### config.mk
export PLATFORM = sky130hd
export DESIGN_NAME = uart_tx_fifo_drain
export DESIGN_NICKNAME = d
export VERILOG_FILES = /design/src/rtl/uart_tx_fifo_drain.sv
export SDC_FILE = /design/constraint.sdc
export NUM_CORES = 1
export LEC_CHECK = 0
export CORE_MARGIN = 10
export CORE_UTILIZATION = 29
export DETAILED_ROUTE_END_ITERATION = 7
export HOLD_SLACK_MARGIN = 0.06
export PLACE_DENSITY_LB_ADDON = 0.3
export REMOVE_ABC_BUFFERS = 1
export SLEW_MARGIN = 10
export SYNTH_ARGS = -nofsm -noshare
export SYNTH_HDL_FRONTEND = slang
export SYNTH_SLANG_ARGS = --single-unit
export TNS_END_PERCENT = 1
### constraint.sdc
create_clock -name clk -period 1.6 [get_ports clk]
set_input_delay 0.4 -clock clk [delete_from_list [all_inputs] [get_ports clk]]
set_output_delay 0.4 -clock clk [all_outputs]
set_load 0.05 [all_outputs]
### src/rtl/uart_tx_fifo_drain.sv
// UART transmitter that pops bytes from the TX FIFO read side and frames them
// onto tx. Define UART_TX_PARITY_EN to add a parity bit after the data bits.
module uart_tx_fifo_drain #(
  parameter int data_bits  = 8,
  parameter int sb_ticks   = 16,
  parameter int parity_odd = 0
) (
  input  logic                 clk,
  input  logic                 Reset_n,
  input  logic                 s_tick,
  input  logic                 fifo_empty,
  input  logic [data_bits-1:0] fifo_data,
  output logic                 fifo_rd,
  output logic                 tx,
  output logic                 tx_busy,
  output logic                 tx_done_tick
);

  if (data_bits < 5 || data_bits > 8) begin : g_bad_data_bits
    $error("data_bits must be in 5..8");
  end
  if (sb_ticks != 16 && sb_ticks != 24 && sb_ticks != 32) begin : g_bad_sb_ticks
    $error("sb_ticks must be 16, 24 or 32");
  end
  if (parity_odd != 0 && parity_odd != 1) begin : g_bad_parity_odd
    $error("parity_odd must be 0 or 1");
  end

  localparam logic [4:0] SB_LAST = 5'(sb_ticks - 1);
  localparam logic [2:0] N_LAST  = 3'(data_bits - 1);

  typedef enum logic [2:0] {
    IDLE,
    START,
    DATA,
`ifdef UART_TX_PARITY_EN
    PARITY,
`endif
    STOP
  } state_t;

  state_t               state_q, state_d;
  logic [4:0]           s_q, s_d;
  logic [2:0]           n_q, n_d;
  logic [data_bits-1:0] b_q, b_d;
  logic                 tx_q, tx_d;
`ifdef UART_TX_PARITY_EN
  localparam logic PAR_INV = (parity_odd != 0);
  logic                 par_q, par_d;
`endif

  always_ff @(posedge clk or negedge Reset_n) begin
    if (!Reset_n) begin
      state_q <= IDLE;
      s_q     <= '0;
      n_q     <= '0;
      b_q     <= '0;
      tx_q    <= 1'b1;
`ifdef UART_TX_PARITY_EN
      par_q   <= 1'b0;
`endif
    end else begin
      state_q <= state_d;
      s_q     <= s_d;
      n_q     <= n_d;
      b_q     <= b_d;
      tx_q    <= tx_d;
`ifdef UART_TX_PARITY_EN
      par_q   <= par_d;
`endif
    end
  end

  always_comb begin
    state_d      = state_q;
    s_d          = s_q;
    n_d          = n_q;
    b_d          = b_q;
    fifo_rd      = 1'b0;
    tx_done_tick = 1'b0;
`ifdef UART_TX_PARITY_EN
    par_d        = par_q;
`endif
    case (state_q)
      IDLE: begin
        // Reset gates the pop so a non-empty FIFO is never drained while held.
        if (!fifo_empty && Reset_n) begin
          fifo_rd = 1'b1;
          b_d     = fifo_data;
          s_d     = '0;
          state_d = START;
`ifdef UART_TX_PARITY_EN
          par_d   = (^fifo_data) ^ PAR_INV;
`endif
        end
      end
      START: begin
        if (s_tick) begin
          if (s_q == 5'd15) begin
            s_d     = '0;
            n_d     = '0;
            state_d = DATA;
          end else begin
            s_d = s_q + 5'd1;
          end
        end
      end
      DATA: begin
        if (s_tick) begin
          if (s_q == 5'd15) begin
            s_d = '0;
            b_d = b_q >> 1;
            if (n_q == N_LAST) begin
`ifdef UART_TX_PARITY_EN
              state_d = PARITY;
`else
              state_d = STOP;
`endif
            end else begin
              n_d = n_q + 3'd1;
            end
          end else begin
            s_d = s_q + 5'd1;
          end
        end
      end
`ifdef UART_TX_PARITY_EN
      PARITY: begin
        if (s_tick) begin
          if (s_q == 5'd15) begin
            s_d     = '0;
            state_d = STOP;
          end else begin
            s_d = s_q + 5'd1;
          end
        end
      end
`endif
      STOP: begin
        if (s_tick) begin
          if (s_q == SB_LAST) begin
            tx_done_tick = 1'b1;
            state_d      = IDLE;
          end else begin
            s_d = s_q + 5'd1;
          end
        end
      end
      default: state_d = IDLE;
    endcase

    // tx is decoded from the next state so the pin is a clean flop output.
    tx_d = 1'b1;
    case (state_d)
      START:   tx_d = 1'b0;
      DATA:    tx_d = b_d[0];
`ifdef UART_TX_PARITY_EN
      PARITY:  tx_d = par_d;
`endif
      default: tx_d = 1'b1;
    endcase
  end

  assign tx      = tx_q;
  assign tx_busy = (state_q != IDLE);

endmodule
== Yosys cells after proc, flatten, opt, wreduce, memory -nomap -nowiden ==
Index checks and enable logic that the tools add are counted.

* Register bits after elaboration: 20

* Add/sub/neg operators: 2
* Equality and inequality tests: 16
* Mux-type cells: 31
* Reduce and logical (&&, ||, !) cells: 11

{| class="wikitable"
|+ Operators with widths
! cell !! count
|-
| $mux W3 || 13
|-
| $mux W5 || 5
|-
| $mux W8 || 3
|-
| $ne A2 B2 Y1 const B || 8
|-
| $pmux W8 S2 || 1
|-
| $pmux W5 S3 || 1
|-
| $pmux W3 S4 || 1
|-
| $eq A3 B2 Y1 const B || 3
|-
| $eq A3 B1 Y1 const B || 2
|-
| $pmux W3 S2 || 1
|-
| $reduce_and A6 Y1 || 1
|-
| $reduce_bool A3 Y1 || 2
|-
| $add A5 B1 Y5 const B || 1
|-
| $eq A5 B4 Y1 const B || 1
|-
| $mux W1 || 5
|-
| $reduce_and A5 Y1 || 1
|-
| $reduce_and A4 Y1 || 1
|-
| $reduce_bool A2 Y1 || 2
|-
| $add A3 B1 Y3 const B || 1
|-
| $eq A3 B3 Y1 const B || 1
|-
| $logic_not A3 Y1 || 1
|-
| $ne A2 B1 Y1 const B || 1
|-
| $pmux W1 S2 || 1
|-
| $reduce_or A2 Y1 || 1
|-
| other kinds (2) || 2
|}

== Logic depth before layout (Yosys ltp) ==
* Depth after elaboration: 7
* Mapped depth: 8
* Depth with buffers taken out: 8

== Least setup slack after synthesis ==
No wires, ideal clock.

* Path type: reg2out
* Start point: reg s_q[0]
* End point: out tx_done_tick
* Arrival: 2.097 ns
* Stages on the path, launching flop included: 6
* Slack: -0.897 ns
* Path buffers: 0
* Path through: dfrtp_1 ha_1 and3_1 ha_1 nand2_1 nor3_1

* Longest elaborated chain between the ends: 4

{| class="wikitable"
|+ Ends and longest elaborated chain
! element !! RTL line !! source
|-
| start, declared || 43 || <nowiki>logic [4:0] s_q, s_d;</nowiki>
|-
| start signal, assigned || 55 || <nowiki>s_q <= '0;</nowiki>
|-
| start signal, assigned || 64 || <nowiki>s_q <= s_d;</nowiki>
|-
| $eq A5 B4 Y1 || 141 || <nowiki>if (s_q == SB_LAST) begin</nowiki>
|-
| $mux W1 || 141 ||
|-
| $mux W1 || 140 || <nowiki>if (s_tick) begin</nowiki>
|-
| $mux W1 || 84 || <nowiki>case (state_q)</nowiki>
|-
| end, declared || 16 || <nowiki>output logic tx_done_tick</nowiki>
|}

No other way between the ends.

== Final worst setup path ==
* Start point: reg s_q[1]
* End point: out tx_done_tick

Same word-level chain as after synthesis.

==> impl_metrics.ini <==
[run_status]
run_status = finished, violations left
violations = negative setup slack

[synth]
yosysWarnings = 0
ys_seq_area_frac = 0.432
netlist_area_mm2 = 0.00116
syn_avg_cell_area_um2 = 9.14
synth_top_area_frac = 0.409
synth_cell_types = 36
synth-seq-cells = 20
yosysTopAreaCell = dfrtp_1
synth_area_leaders = dfrtp_1 41%, nand2_1 6.8%, ha_1 6.5%
syn_inst = 127

[routing]
num_vias = 1049
dr.pass1.iters = 4
avgRoutedWirePerCell_um = 13.5
drt_iter0_markers = 52
routed_wl_um = 2900
via_per_inst = 4.88
postRouteAntennaNets = 0
drc_errors = 0

[sta]
post-route-period-util = 1.24
tns_ns = -2.26
setup_slack_ns = -0.385
rsz0062_at_grt = yes
slew_viol_final = 0
setup_viol_count_final = 20
holdWs_ns = 0.491
final-hold-violation-count = 0
finClkSkew_ns = 0.00472
clock.fmax_ghz = 0.504
min_period_ns = 1.99

[clock_tree]
cts_made_buffers = 3
clock_path_buffers = 2
clkSlewWorstSetupHoldPaths_ns = 0.07
cts_max_level = 1
clock_latency_ns = 0.25
cts_tree = done
ctsHoldBuffers = 0
cts-root-buf = clkbuf_8
cts_sinks = 20

[final_layout]
nets = 186
antennaDiodeCount = 0
drive_gt1_frac = 0.347
fin_util = 0.464
syn_to_final_growth_pct = 50.9

[placement]
routabilityCongestion = 0.761
place_ws_ns = -0.398
io_buffers = 15
dpl.hpwl_um = 2130

[die]
io_pins = 16
die-area_mm2 = 0.00693
row_count = 22
die_y_um = 83.3
fp.dieW_um = 83.3
coreArea_mm2 = 0.00377
start_util = 0.308

[critical_path]
cp_data_required_time_ns = 1.20
critPathArrivalTime_ns = 1.59
cp_slowest_cell = dfrtp_1
worst_path_largest_cell_delay_ns = 0.37
crit_chain = ha_2 > and3_4 > ha_4 > nand2_4 > nor3_4 > buf_6 > buf_12
crit_fanout = 2
worstSetupStartpointType = register
r2r_cells = 8
critPathLaunch = s_q[1]
worstSetupPathType = reg -> out
r2r-end = tx
end_kind = output pin
r2r_slack_ns = -0.21
r2r-start = s_q[1]

[min_path]
whs_endpoint = b_q[2]
min-delay-path-class = reg -> reg
min_from = b_q[2]
hold_path_depth = 2

[grt]
antenna_found_initial = 0
grt.total_usage = 0.0809
grt_pass1_wl_um = 4900
grt_max_degree = 18
grt_overflow = 0
grt_pass1_vias = 1049

[flow_run]
cap_violations = 0

[power]
p_leak_uw = 0.000790
max-vdd-ir-drop_uv = 630
finalPower_uw = 1280
powerDensity_mw_per_mm2 = 731
==> kinds of logic after synthesis <==
kind of cell,after synthesis,share of synthesized area
muxes,3,0.0291
AOI/OAI and AO/OA,32,0.191
other,1,0.00323
buffers and inverters,13,0.0571
xor gates and xnor gates,1,0.00754
and+or+nand+nor,51,0.216
adders and majority gates,6,0.0647
DFF,20,0.432
==> stage by stage <==
step / area, µm² / std cells
2_1_floorplan: 1120 / 122
3_3_place_gp: 1510 / 205
3_5_place_dp: 1510 / 205
4_1_cts: 1710 / 213
5_1_grt: 1750 / 215
6_report: 1750 / 215
==> what timing repair did <==
action | CTS | global route
setup endpoints to repair | 21 | 22
pin swaps | 10 | 3
gates resized for setup | 22 | 9
buffers inserted | 4 | 2
==> state kept, by name (all words and copies together), names as in the netlist <==
name     cells
state_q      3
tx           1
s_q          5
n_q          3
b_q          8
==> per-layer routing <==
layer | vias up | part of all wire | track usage
li1 | 523 | - | -
met1 | 508 | 0.44 | 0.0954
met2 | 16 | 0.51 | 0.143
met3 | 2 | 0.040 | 0.0244
met4 | 0 | 0.0065 | 0.00923
met5 | - | 0 | 0
==> how the worst max path moves through the flow <==
stage	endpoint	slack (ns)	depth (start not counted)
5_1_grt	tx_done_tick	-0.46	7
3_3_place_gp	tx_done_tick	-0.34	7
4_1_cts	tx_done_tick	-0.40	7
2_1_floorplan	tx	-0.94	4
3_5_place_dp	tx_done_tick	-0.40	7
6_report	tx_done_tick	-0.39	7
==> cell type report <==
type,instances,area [µm²]
Tap cell,48,60.1
Clock buffer,3,41.3
Multi-Input combinational cell,94,701
Fill cell,354,2020
Inverter,8,30.0
Clock inverter,1,30.0
Sequential cell,20,502
Timing Repair Buffer,41,388
==> synthesized netlist by cell type <==
cell	number
o221ai_1	1
nor3_1	2
inv_1	8
a21bo_2	1
a211oi_1	1
o21ai_0	6
nand2b_1	2
nor3b_2	1
a211oi_2	1
or2_1	1
a22oi_1	6
xnor2_1	1
or2_2	1
or3_4	1
buf_2	2
clkbuf_1	1
o2111ai_2	1
nor2b_1	2
a2111oi_0	1
nand3_1	5
o21ai_1	3
o21bai_1	2
ha_1	6
a22o_1	2
nand2_1	21
dfrtp_1	19
conb_1	1
dfstp_2	1
buf_6	2
a21oi_1	6
o22ai_1	1
or3b_1	1
and3_1	4
nor2_1	9
mux2_2	3
nor3b_1	1
==> cell usage in the layout, fill, tap and decap left out, types with 2 or more instances in the layout <==
cell,instances
and3_1,3
buf_6,2
clkbuf_8,3
inv_1,8
o21bai_1,2
nand3_1,4
ha_4,2
mux2_2,3
nand2b_1,2
a21oi_1,4
dfrtp_1,19
nor2_1,8
a21oi_2,2
nand2_1,20
a22o_1,2
ha_1,3
buf_12,3
a22oi_1,6
o21ai_1,5
o21ai_0,2
clkdlybuf4s50_1,11
buf_4,24
==> worst max-delay path: cells and delay by family, from the launching register on <==
kind | cells | cell delay, ns
simple gates | 3 | 0.39
flops | 1 | 0.37
fa+ha+maj | 2 | 0.34
buf+inv | 2 | 0.24
==> where the power goes <==
| group | switching (µW) | total [µW] | internal (µW) |
|---|---|---|---|
| sequential | 26.0 | 576 | 550 |
| combinational | 104 | 213 | 109 |
| clock | 158 | 492 | 333 |
No activity file was read; power rests on OpenSTA's default activity.
